==> config.mk <==
export PLATFORM = sky130hd
export DESIGN_NAME = dmem_arbiter
export DESIGN_NICKNAME = d
export VERILOG_FILES = /design/src/rtl/dmem_arbiter.sv
export SDC_FILE = /design/constraint.sdc
export NUM_CORES = 1
export LEC_CHECK = 0
export CORE_AREA = 2 2 91 93
export DETAILED_ROUTE_END_ITERATION = 8
export DIE_AREA = 0 0 93 95
export DONT_BUFFER_PORTS = 1
export PLACE_DENSITY_LB_ADDON = 0.15
export SETUP_SLACK_MARGIN = 0.02
export SLEW_MARGIN = 40
export SYNTH_ARGS = -nofsm -noshare
export SYNTH_HDL_FRONTEND = slang
export SYNTH_SLANG_ARGS = --single-unit
==> constraint.sdc <==
create_clock -name clock -period 2.9 [get_ports clock]
set_input_delay 0.435 -clock clock [delete_from_list [all_inputs] [get_ports clock]]
set_output_delay 0.435 -clock clock [all_outputs]
set_load 0.02 [all_outputs]
==> src/rtl/dmem_arbiter.sv <==
// Data-memory arbiter: CPU (port C) vs debug/DMA (port D) on a single-port, async-read DMEM.
// Define DMEM_ARB_LOCK_EN to enable the debug lock (LOCKED state); otherwise dbg_lock is ignored.
module dmem_arbiter #(
    parameter int DATA_W   = 32,
    parameter int ADDR_W   = 10,
    parameter int MAX_WAIT = 4
) (
    input  logic              clock,
    input  logic              reset_n,
    input  logic              cpu_req,
    input  logic              cpu_we,
    input  logic [ADDR_W-1:0] cpu_addr,
    input  logic [DATA_W-1:0] cpu_wd,
    output logic [DATA_W-1:0] cpu_rd,
    output logic              cpu_stall,
    input  logic              dbg_req,
    input  logic              dbg_we,
    input  logic [ADDR_W-1:0] dbg_addr,
    input  logic [DATA_W-1:0] dbg_wd,
    input  logic              dbg_lock,
    output logic              dbg_gnt,
    output logic              dbg_rvalid,
    output logic [DATA_W-1:0] dbg_rdata,
    output logic [ADDR_W-1:0] mem_addr,
    output logic              mem_we,
    output logic [DATA_W-1:0] mem_wd,
    input  logic [DATA_W-1:0] mem_rd
);

    // MAX_WAIT=0 would give a zero-width counter; keep at least one bit.
    localparam int CNT_W = (MAX_WAIT > 0) ? $clog2(MAX_WAIT + 1) : 1;
    localparam logic [CNT_W-1:0] WAIT_MAX = CNT_W'(MAX_WAIT);

`ifdef DMEM_ARB_LOCK_EN
    localparam bit LOCK_EN = 1'b1;
`else
    localparam bit LOCK_EN = 1'b0;
`endif

    typedef enum logic {ARB, LOCKED} state_e;

    state_e              state_q, state_d;
    logic [CNT_W-1:0]    wait_cnt_q, wait_cnt_d;
    logic                dbg_rvalid_q;
    logic [DATA_W-1:0]   dbg_rdata_q;

    logic                locked;
    logic                force_dbg;
    logic                d_owns;
    logic                gnt;
    logic                rd_accept;

    always_comb begin
        // Dropping dbg_lock releases ownership in the same cycle.
        locked     = LOCK_EN && (state_q == LOCKED) && dbg_lock;
        force_dbg  = dbg_req && (wait_cnt_q == WAIT_MAX);
        d_owns     = locked || (dbg_req && (force_dbg || !cpu_req));
        gnt        = dbg_req && d_owns;
        rd_accept  = gnt && !dbg_we;

        wait_cnt_d = '0;
        if (dbg_req && !gnt) begin
            wait_cnt_d = (wait_cnt_q == WAIT_MAX) ? wait_cnt_q : wait_cnt_q + CNT_W'(1);
        end

        state_d = ARB;
        if (LOCK_EN && dbg_lock && ((state_q == LOCKED) || gnt)) begin
            state_d = LOCKED;
        end
    end

    // Strobes are forced low while reset is held so nothing reaches the macro.
    assign cpu_stall  = reset_n & cpu_req & d_owns;
    assign dbg_gnt    = reset_n & gnt;
    assign mem_we     = reset_n & (d_owns ? (dbg_we & dbg_req) : (cpu_we & cpu_req));
    assign mem_addr   = (d_owns && dbg_req) ? dbg_addr : cpu_addr;
    assign mem_wd     = (d_owns && dbg_req) ? dbg_wd : cpu_wd;
    assign cpu_rd     = mem_rd;
    assign dbg_rvalid = dbg_rvalid_q;
    assign dbg_rdata  = dbg_rdata_q;

    always_ff @(posedge clock or negedge reset_n) begin
        if (!reset_n) begin
            state_q      <= ARB;
            wait_cnt_q   <= '0;
            dbg_rvalid_q <= 1'b0;
            dbg_rdata_q  <= '0;
        end else begin
            state_q      <= state_d;
            wait_cnt_q   <= wait_cnt_d;
            dbg_rvalid_q <= rd_accept;
            if (rd_accept) begin
                dbg_rdata_q <= mem_rd;
            end
        end
    end

endmodule
# == After elaboration in Yosys (flattened, before gate mapping) ==
# Index checks and enable logic that the tools add are counted.
# classes
n_addsub,1
n_eq_ne,2
n_mux,5
bitwise,6
n_reduce_logical,9
# op_table
cell,n
32-bit two-way mux,1
10-bit two-way mux,1
1-bit AND,6
3-bit two-way mux,2
1-bit logical AND,5
"3-bit by 1-bit adder with 3-bit output, second input constant",1
"3-bit == test, second input constant",1
1-bit logical NOT,3
"2-bit != test, second input constant",1
1-bit logical OR,1
1-bit two-way mux,1
# totals
register_bits,36
input_bits,123
output_inout_bits,110
elab_cells,26

# == Longest topological paths before layout ==
# depth
word_depth,8
ltp_mapped,7
ltp_nobuf,5

# == Worst setup path before layout ==
# OpenSTA, ideal clock, no wires.
# synth_path
kind,register to output
start,register wait_cnt_q[0]
end,output port mem_addr[0]
arrival_ns,1.592
required_time_ns,2.465
path_slack_ns,0.873
stages_incl_launch_ff,7
path_buffers,1
cell_sequence,dfrtp_1 -> inv_1 -> ha_1 -> a21bo_1 -> nand2_1 -> buf_2 -> mux2_2
# synth_via
elab_chain_cells,6
# synth_lines
element,line,text
start: declaration,43,"logic [CNT_W-1:0] wait_cnt_q, wait_cnt_d;"
start signal: assignment,90,wait_cnt_q <= wait_cnt_d;
3-bit == test,56,force_dbg = dbg_req && (wait_cnt_q == WAIT_MAX);
1-bit logical AND,56,
1-bit logical OR,57,d_owns = locked || (dbg_req && (force_dbg || !cpu_req));
1-bit logical AND,57,
1-bit logical AND,76,assign mem_addr = (d_owns && dbg_req) ? dbg_addr : cpu_addr;
10-bit two-way mux,76,
end: declaration,24,"output logic [ADDR_W-1:0] mem_addr,"
# No other way between the ends.

# == Final worst setup path ==
# layout_path
start,register wait_cnt_q[0]
end,output port mem_wd[2]
# layout_via
elab_chain_cells,6
# layout_lines
element,line,text
3-bit == test,56,
1-bit logical AND,56,
1-bit logical OR,57,
1-bit logical AND,57,
1-bit logical AND,77,assign mem_wd = (d_owns && dbg_req) ? dbg_wd : cpu_wd;
32-bit two-way mux,77,
end: declaration,26,"output logic [DATA_W-1:0] mem_wd,"
# No other way between the ends.

==> run metrics <==
status finished clean; Max Buffers Root-to-Sink 2; vias in the first global route around 1300; Hold Crit Start mem_rd[29]; Crit path largest cell delay ~0.48 ns; pin slew with the least headroom to its limit approximately 0.6 ns; 1st-iter DRT viols 33; commonest non-fill, non-tap cells in the layout 45 x mux2_2, 36 x dfrtp_1, 29 x mux2_4; CTS Sinks 36; cells after synthesis between 150 and 200; initial antenna violation count 0; RSZ-0062 raised after global routing no; Global Route Usage Sum 12.5%; crit path max fanout 31; layout cells sized above 1 59.7%; Core ar. roughly 8000 sq um; PD cells 640 nW/um^2; CTS Root Cell clkbuf_8; clock skew between 0.005 and 0.006 ns; max-cap viol count 0; sequential cell area around 900 sq um; multi-input logic area 1070 sq um; gpl congestion between 0.7 and 0.8; Fmax between 0.3 and 0.4 GHz; Worst Hold Class primary input to register; Tot Pwr ~0.0014 W; final hold violation count 0; # DRC 0; Yosys warning count 0; Final Net Count 268; TritonRoute pass-1 iters 4; reg2reg setup slack slightly above 0.8 ns; fillers just over 800; commonest non-fill, non-tap cell in the layout mux2_2; Detail Placement HPWL 4730 um; gr ovfl total 0; post-route antenna net violation count 0; Die Y around 95 um; critical path's slowest cell mux2_2; Crit path arrival time around 2.1 ns; Setup CP Type register to output port; minimum clock period after layout between 2 and 3 ns; Boundary Pins between 200 and 250; Worst-path clk slew approximately 0.07 ns; DR vias/cell around 5; crit-path cells inv_1 -> ha_1 -> a21bo_1 -> nand2_1 -> buf_4 -> mux2_2; TritonCTS buffer count 5; register area share after synthesis between 30% and 40%; Distinct cells, synth 19; Row Count 33; average size of a mapped cell about 13 sq um; Worst R2R Start wait_cnt_q[0]; CTS tree yes; Wirelength per Cell 24.0 um; Area Overhead vs Synth -1.31%; IO buf count 0; first-pass GRT wire length roughly 8100 um; via count between 1000 and 1500; Core Util, Final 28.4%; VDD IR max about 0.00019 V; H-tree Lvls 2; antenna cell count 0; Mapped Area between 2000 and 2500 sq um; CP Capture Type output port; Max Slew Vio Count 0; setup tns final 0 ns; Syn Nets around 300; routed wire length approximately 6000 um; leakage between 0.9 and 1 nW; Final period util just under 90%; initial core utilization about 29%; CP startpoint kind register; largest net degree at the start of global routing 37; crit path launch wait_cnt_q[0]; die footprint between 8000 and 9000 sq um; die width a little over 90 um; Final setup viols 0; postcts setup bufs 0; Worst Path Required between 2 and 2.5 ns; Clk Latency, worst-skew pair about 0.28 ns; worst hold slack 0.297 ns; Slew HR between 60% and 70%; number of synthesized register bits 36
## flip-flops by register name, summed over array words and instances, names as in the netlist
name and flops:
dbg_rdata 32, wait_cnt_q 3, dbg_rvalid 1
## Yosys cell counts, drive strengths merged
cell type | n | share of area, %
nand2 | 4 | 0.66
a21bo | 1 | 0.44
and3b | 1 | 0.38
mux2 | 74 | 41
nand4 | 2 | 0.55
nor3b | 1 | 0.33
buf | 40 | 13
ha | 2 | 1.1
clkbuf | 1 | 0.16
and4 | 1 | 0.38
nor2 | 3 | 0.49
nand3 | 2 | 0.44
dfrtp | 36 | 39
and3 | 1 | 0.27
mux2i | 1 | 0.44
inv | 2 | 0.33
## logic make-up after synthesis
kind of cell / after synthesis / synth area share [%]
muxes: 75 / 41.7
buffers and inverters: 43 / 13.9
DFF: 36 / 39.4
and+or+nand+nor: 15 / 3.51
adders and majority gates: 2 / 1.10
AOI/OAI and AO/OA: 1 / 0.438
## what timing repair did
item | 4_1_cts | 5_1_grt
hold buffers | 2 | 0
endpoints found under the hold margin | 36 | 0
resized for setup | 0 | 0
## path summary, 6_finish.rpt
check	to	depth (start not counted)
min in group asynchronous	wait_cnt_q[1]	2
hold reg to reg	wait_cnt_q[0]	1
setup reg to reg	dbg_rdata[5]	6
max in group asynchronous	dbg_rdata[13]	2
hold / removal	dbg_rdata[29]	1
setup / recovery	mem_wd[2]	6
## stage by stage
step           instances  setup slack (ns)  cell area [sq um]
5_1_grt              249             0.217               2250
3_5_place_dp         239             0.638               2130
4_1_cts              249             0.318               2250
2_1_floorplan        172             0.873               2280
3_3_place_gp         239             0.694               2130
6_report             249             0.330               2250
## cell type report
cell class | count | share of cell area (%)
inverters | 2 | 0.333
flip-flops and latches | 36 | 40.0
clock inverters | 1 | 0.333
repair buffers | 5 | 2.33
clock buffers | 7 | 3.83
multi-input cells | 93 | 47.4
well taps | 105 | 5.83
## critical path, delay by kind of cell (launching register included)
kind                       cells  cell delay [ns]
adders and majority gates      1             0.24
and+or+nand+nor                1             0.10
buffers and inverters          2             0.39
muxes                          1             0.48
AOI/OAI and AO/OA              1             0.25
DFF                            1             0.39
## per-layer routing
layer | part of all wire [%] | GRT usage, % | vias to the layer above
met2 | 55 | 23.2 | 117
li1 | - | - | 506
met5 | 0 | 0 | -
met4 | 0.74 | 4.17 | 0
met1 | 34 | 13.0 | 590
met3 | 11 | 4.55 | 4
## report_power, final
part	leakage [nW]	internal [W]	switching, W	total (W)
Combinational	0.482	0.000164	0.000143	0.000307
Sequential	0.433	0.000588	0.000172	0.000760
Clock	0.0445	0.000193	0.000182	0.000375
No activity file was read; power rests on OpenSTA's default activity.
